===== src/rtl/pc_control.sv =====
// Fetch-side PC stage: program counter, N/Z/V flag register, B/BR/HLT decode and branch resolution.
// Optional PC_STALL_EN adds a stall input that freezes the PC and defers HLT detection.
module pc_control #(
  parameter logic [15:0] RESET_PC = 16'h0000,
  parameter logic [15:0] PC_INC   = 16'd2
) (
  input  logic        clk,
  input  logic        rst,
  input  logic [15:0] inst,
  input  logic [2:0]  flags_wr,
  input  logic [2:0]  flags_in,
  input  logic [15:0] rs_data,
`ifdef PC_STALL_EN
  input  logic        stall,
`endif
  output logic [15:0] pc,
  output logic [15:0] pc_plus,
  output logic [2:0]  flags,
  output logic        branch_taken,
  output logic        hlt
);

  logic [15:0] pc_q, pc_d;
  logic [2:0]  flags_q, flags_d;
  logic        hlt_q, hlt_d;

  logic [3:0]  opcode;
  logic [2:0]  ccc;
  logic        is_b, is_br, is_hlt;
  logic        flag_z, flag_v, flag_n;
  logic        cond_met;
  logic        stall_w;
  logic [15:0] b_target, target;

`ifdef PC_STALL_EN
  assign stall_w = stall;
`else
  assign stall_w = 1'b0;
`endif

  assign opcode = inst[15:12];
  assign ccc    = inst[11:9];
  assign is_b   = (opcode == 4'hC);
  assign is_br  = (opcode == 4'hD);
  assign is_hlt = (opcode == 4'hF);

  // Flag register layout is {Z,V,N}; conditions see only the registered copy.
  assign flag_z = flags_q[2];
  assign flag_v = flags_q[1];
  assign flag_n = flags_q[0];

  always_comb begin
    cond_met = 1'b0;
    case (ccc)
      3'b000:  cond_met = !flag_z;
      3'b001:  cond_met = flag_z;
      3'b010:  cond_met = !flag_z && !flag_n;
      3'b011:  cond_met = flag_n;
      3'b100:  cond_met = flag_z || (!flag_z && !flag_n);
      3'b101:  cond_met = flag_n || flag_z;
      3'b110:  cond_met = flag_v;
      default: cond_met = 1'b1;
    endcase
  end

  assign pc_plus      = pc_q + PC_INC;
  assign b_target     = pc_plus + {{6{inst[8]}}, inst[8:0], 1'b0};
  assign target       = is_br ? rs_data : b_target;
  assign branch_taken = (is_b || is_br) && cond_met && !hlt_q;

  always_comb begin
    pc_d    = pc_q;
    flags_d = flags_q;
    hlt_d   = hlt_q;
    if (!hlt_q) begin
      flags_d = (flags_q & ~flags_wr) | (flags_in & flags_wr);
      // A stalled cycle neither advances nor halts; flag writes still land.
      if (!stall_w) begin
        if (is_hlt) begin
          hlt_d = 1'b1;
        end else begin
          pc_d = branch_taken ? target : pc_plus;
        end
      end
    end
  end

  always_ff @(posedge clk) begin
    if (rst) begin
      pc_q    <= RESET_PC;
      flags_q <= 3'b000;
      hlt_q   <= 1'b0;
    end else begin
      pc_q    <= pc_d;
      flags_q <= flags_d;
      hlt_q   <= hlt_d;
    end
  end

  assign pc    = pc_q;
  assign flags = flags_q;
  assign hlt   = hlt_q;

endmodule

===== config.mk =====
export PLATFORM = sky130hd
export DESIGN_NAME = pc_control
export DESIGN_NICKNAME = d
export VERILOG_FILES = /design/src/rtl/pc_control.sv
export SDC_FILE = /design/constraint.sdc
export NUM_CORES = 1
export LEC_CHECK = 0
export CAP_MARGIN = 10
export CORE_AREA = 2 2 94 60
export DETAILED_ROUTE_END_ITERATION = 8
export DIE_AREA = 0 0 96 62
export PLACE_DENSITY = 0.87
export SLEW_MARGIN = 40
export SYNTH_ARGS = -nofsm -noshare
export SYNTH_HDL_FRONTEND = slang
export SYNTH_SLANG_ARGS = --single-unit

===== constraint.sdc =====
create_clock -name clk -period 4.09 [get_ports clk]
set_clock_uncertainty 0.15 [all_clocks]
set_input_delay 0.409 -clock clk [delete_from_list [all_inputs] [get_ports clk]]
set_output_delay 0.409 -clock clk [all_outputs]
set_load 0.05 [all_outputs]

After elaboration in Yosys (flattened, before gate mapping)

Cells that the tools add are included.

Register bits: 20
Bits in latches: 0
Memory bits (writable): 0
Memory bits (read-only): 0
Bits of input ports: 40
Output and inout port bits: 37
Memories kept: 0

$add $sub $neg: 2
Multipliers: 0
Divide/modulo/power cells: 0
Order comparisons: 0
Eq/ne operators: 9
Shifts and indexed selects: 0
Mux-type cells: 5
Bitwise logic cells: 6
Reductions and logical operators: 11

Operator list:

| kind                                           | number |
|---|---|
| 2-to-1 mux 16 bit                              | 2 |
| adder 16 bit                                   | 1 |
| adder 16 x 2 -> 16 bit (second input constant) | 1 |
| == test 4 bit (second input constant)          | 3 |
| == test 3 bit (second input constant)          | 3 |
| case mux 1 bit (7 select lines)                | 1 |
| bitwise AND 3 bit                              | 2 |
| == test 3 x 2 -> 1 bit (second input constant) | 2 |
| == test 3 x 1 -> 1 bit (second input constant) | 1 |
| logical AND 1 bit                              | 3 |
| logical NOT 1 bit                              | 3 |
| logical NOT 3 bit                              | 1 |
| logical OR 1 bit                               | 3 |
| inverter 3 bit                                 | 1 |
| OR 3 bit                                       | 1 |
| 2-to-1 mux 1 bit                               | 2 |
| inverter 1 bit                                 | 2 |
| AND reduction 2 bit                            | 1 |

Longest topological paths before layout

Depth after elaboration: 7
Depth in mapped cells: 12
Depth with buffers taken out: 12

Worst setup path after synthesis

No wires, ideal clock.

Path kind: flip-flop to flip-flop
Start point: register pc_q[1], in the netlist pc[1]
End point: register pc_q[12], in the netlist pc[12]
Arrival time: 4.003 ns
Slack: -0.183 ns
Cell stages (with the launch flop): 12
Path buffers: 0
Clock period less this slack: 4.273 ns
Cells stage by stage: dfxtp_1 > ha_1 > nand3_1 > nor2_2 > and3_1 > xor2_1 > ha_1 > a21o_1 > a31o_2 > or4b_1 > nand3_1 > a21oi_1

Cells in the longest elaborated chain, start to end: 4

RTL lines:

| item                     | RTL line | source |
|---|---|---|
| start: declaration       | 23       | `logic [15:0] pc_q, pc_d;` |
| start signal: assignment | 94       | `pc_q <= pc_d;` |
| adder 16 x 2 -> 16 bit   | 66       | `assign pc_plus = pc_q + PC_INC;` |
| net pc_plus[9]           | 17       | `output logic [15:0] pc_plus,` |
| adder 16 bit             | 67       | `assign b_target = pc_plus + {{6{inst[8]}}, inst[8:0], 1'b0};` |
| 2-to-1 mux 16 bit        | 68       | `assign target = is_br ? rs_data : b_target;` |
| 2-to-1 mux 16 bit        | 82       | `pc_d = branch_taken ? target : pc_plus;` |

The timed path passes the listed nets, and every way through them passes these cells.
A chain may end at the register's enable or synchronous reset.

Worst setup path after layout

Start point: register pc_q[1], in the netlist pc[1]
End point: output pc_plus[9]

Cells in the longest elaborated chain, start to end: 1

RTL lines:

| item                   | RTL line |
|---|---|
| adder 16 x 2 -> 16 bit | 66 |
| end: declaration       | 17 |

Every way passes these cells.

==> metrics.md <==
| Metric | Value |
|---|---|
| Root Driver | `clkbuf_8` |
| GRT Max-Usage Layer | `met2` |
| GRT Residual Overflow | `0` |
| Worst slew margin | `0.468` |
| Sequential share of the synthesized area | `0.178` |
| TritonCTS clock tree | `yes` |
| CP Launch Type | `flop` |
| DRC viols | `0` |
| PortBufs | `76` |
| Fin crit period | `3550 ps` |
| Worst-margin pin slew | `794 ps` |
| Die area | `5950 um2` |
| Maximum fanout along the worst path | `7` |
| Hold Vio Cnt, Final | `0` |
| Gr usage total | `0.244` |
| Core ar. | `5230 um2` |
| CTS resizes | `0` |
| Pleak | `1.31 nW` |
| Slowest CP cell | `clkdlybuf4s50_1` |
| Antenna Violating Nets Remaining | `0` |
| CTS Buf Count | `3` |
| Buffers inserted by post-CTS timing repair | `0` |
| CP arrival | `2990 ps` |
| CP Class | `reg -> out` |
| Routed WL | `7.27 mm` |
| YS warnings | `0` |
| Tcrit/Tclk final | `0.868` |
| Die height | `62 um` |
| Clock sink count | `20` |
| Final Cell Area | `3140 um2` |
| Met1 Use GR | `0.359` |
| Cells after Synth | `291` |
| Largest net degree at the start of global routing | `21` |
| Vias in the first global route | `2271` |
| Worst Hold Class | `reg -> reg` |
| Initial DRC count | `238` |
| Outcome | `finished clean` |
| N_diodes | `0` |
| Most frequent cells in the layout | `76 x clkdlybuf4s50_1, 27 x nand2_1, 24 x nor2_1` |
| Pwr dens | `241 nW/um2` |
| Number of enable flip-flop cells after synthesis | `0` |
| Clock Latency Late Sink | `270 ps` |
| CP Cell Sequence | `ha_1, nand3_1, nor2_2, and3_1, xor2_2, clkdlybuf4s50_1` |
| CTS H-tree lvls | `1` |
| Maximum VDD drop | `0.185 mV` |
| Die W | `96 um` |
| Placer Congestion | `0.889` |
| Seq cells post-synth | `20` |
| Met3 Use GR | `0.0543` |
| RSZ-0062 raised after global routing | `no` |
| Placed cell area | `3090 um2` |
| Pins Over Slew Limit | `0` |
| Worst stage delay on the critical path | `880 ps` |
| Vias per inst | `5.97` |
| Fraction of layout cells with a size suffix above 1 | `0.0799` |
| Dpl hpwl | `5.55 mm` |
| Most common cell after layout, fill and taps aside | `clkdlybuf4s50_1` |
| Initial core utilization | `0.429` |
| Clock-pin slew on the worst setup and hold paths | `80 ps` |
| Initial antenna violation count | `0` |
| F_max | `282 MHz` |
| Layout area overhead | `40.0%` |
| Top_reg_cell synth | `dfxtp_1` |
| CTS Buffer Depth | `2` |
| Routed wire per std cell | `16.8 um` |
| Yosys cell types | `65` |
| CP Buf/Inv Count | `1` |
| DRT Pass-1 Iters | `5` |
| Met2 GRT Util | `0.366` |
| Fin nets | `423` |
| Async SR Flop Fraction | `0` |
| Syn avg cell area | `7.71 um2` |
| Number of hold buffers added after cts | `0` |
| Row cnt | `21` |
| Hold Slack | `330 ps` |
| Vias | `2581` |
| Delay-heaviest family, CP | `buffers and inverters` |
| Final setup viols | `0` |
| CP Capture Type | `output port` |
| Worst path required time | `3530 ps` |
| Maximum Capacitance Violations | `0` |
| Syn_nets | `350` |
| First-pass GRT wire length | `11.1 mm` |
| Ports | `77` |
| Post-Synthesis Cell Area | `2240 um2` |
## synth_stat cells (all sizes together) (2+ instances only)
cell type | number | area [um2]
ha | 18 | 225
nand2b | 4 | 25.0
a21oi | 22 | 110
nand2 | 27 | 101
clkbuf | 8 | 30.0
a41oi | 3 | 33.8
or3 | 2 | 12.5
o221ai | 4 | 35.0
nor2b | 6 | 37.5
nor4 | 3 | 33.8
xor2 | 10 | 87.6
o2111ai | 2 | 17.5
and3 | 3 | 18.8
o21ai | 16 | 80.1
and2 | 6 | 41.3
buf | 4 | 35.0
o21a | 4 | 30.0
nor3 | 13 | 80.1
nand4 | 6 | 37.5
a2111o | 2 | 22.5
nand3b | 2 | 15.0
a31oi | 5 | 31.3
a211oi | 4 | 30.0
a211o | 2 | 17.5
xnor2 | 10 | 87.6
a31o | 2 | 17.5
o311a | 2 | 20.0
mux2i | 7 | 70.1
o211ai | 6 | 45.0
nand3 | 10 | 55.1
a21o | 8 | 61.3
nor3b | 3 | 27.5
dfxtp | 20 | 400
nor2 | 25 | 96.4
inv | 6 | 22.5
## power breakdown
part           leakage [nW]  internal [mW]  switching [mW]
clock network        0.0288         0.0859          0.0701
logic                  1.11          0.154           0.216
registers             0.163          0.207          0.0228
total                  1.31          0.447           0.309
## path summary, 6_finish.rpt
check	from	endpoint	slack [ps]	depth (start not counted)
worst min register to register	pc[0]	pc[0]	330	2
worst max register to register	pc[1]	pc[14]	600	12
worst min-delay path	pc[0]	pc[0]	330	2
worst max-delay path	pc[1]	pc_plus[9]	540	6
## routing by layer
metal,up-vias,wire [um]
met4,0,48
met1,1185,3320
met3,8,802
met2,152,3100
met5,-,0
li1,1236,-
## tightest hold or removal path, cell delays in order (launching register included)
cell and delay, ps:
dfxtp_1 320, nand2_1 60, a21oi_1 60
## cells by family after synthesis
group,after synthesis,synth area share
simple gates,117,0.285
flops,20,0.178
fa+ha+maj,19,0.109
xor+xnor,20,0.0780
compound gates,89,0.274
buf+inv,18,0.0390
mux,8,0.0362
## metrics by stage
step / power [mW] / std cells / setup WS, ps / setup TNS [ps] / util
2_1_floorplan: 0.469 / 291 / -88.8 / -125 / -
3_3_place_gp: 0.591 / 428 / 819 / 0 / 0.590
3_5_place_dp: 0.599 / 428 / 674 / 0 / 0.590
4_1_cts: 0.755 / 432 / 572 / 0 / 0.601
5_1_grt: 0.795 / 432 / 354 / 0 / 0.601
6_report: 0.756 / 432 / 539 / 0 / 0.601
## final cells by class
| cell class | instances | area [um2] |
|---|---|---|
| inverters | 6 | 22.5 |
| well taps | 69 | 86.3 |
| multi-input cells | 253 | 1790 |
| fillers | 473 | 2090 |
| clock buffers | 4 | 55.1 |
| repair buffers | 80 | 791 |
| flip-flops and latches | 20 | 400 |
Note: power is estimated with default switching activity, not from simulation.
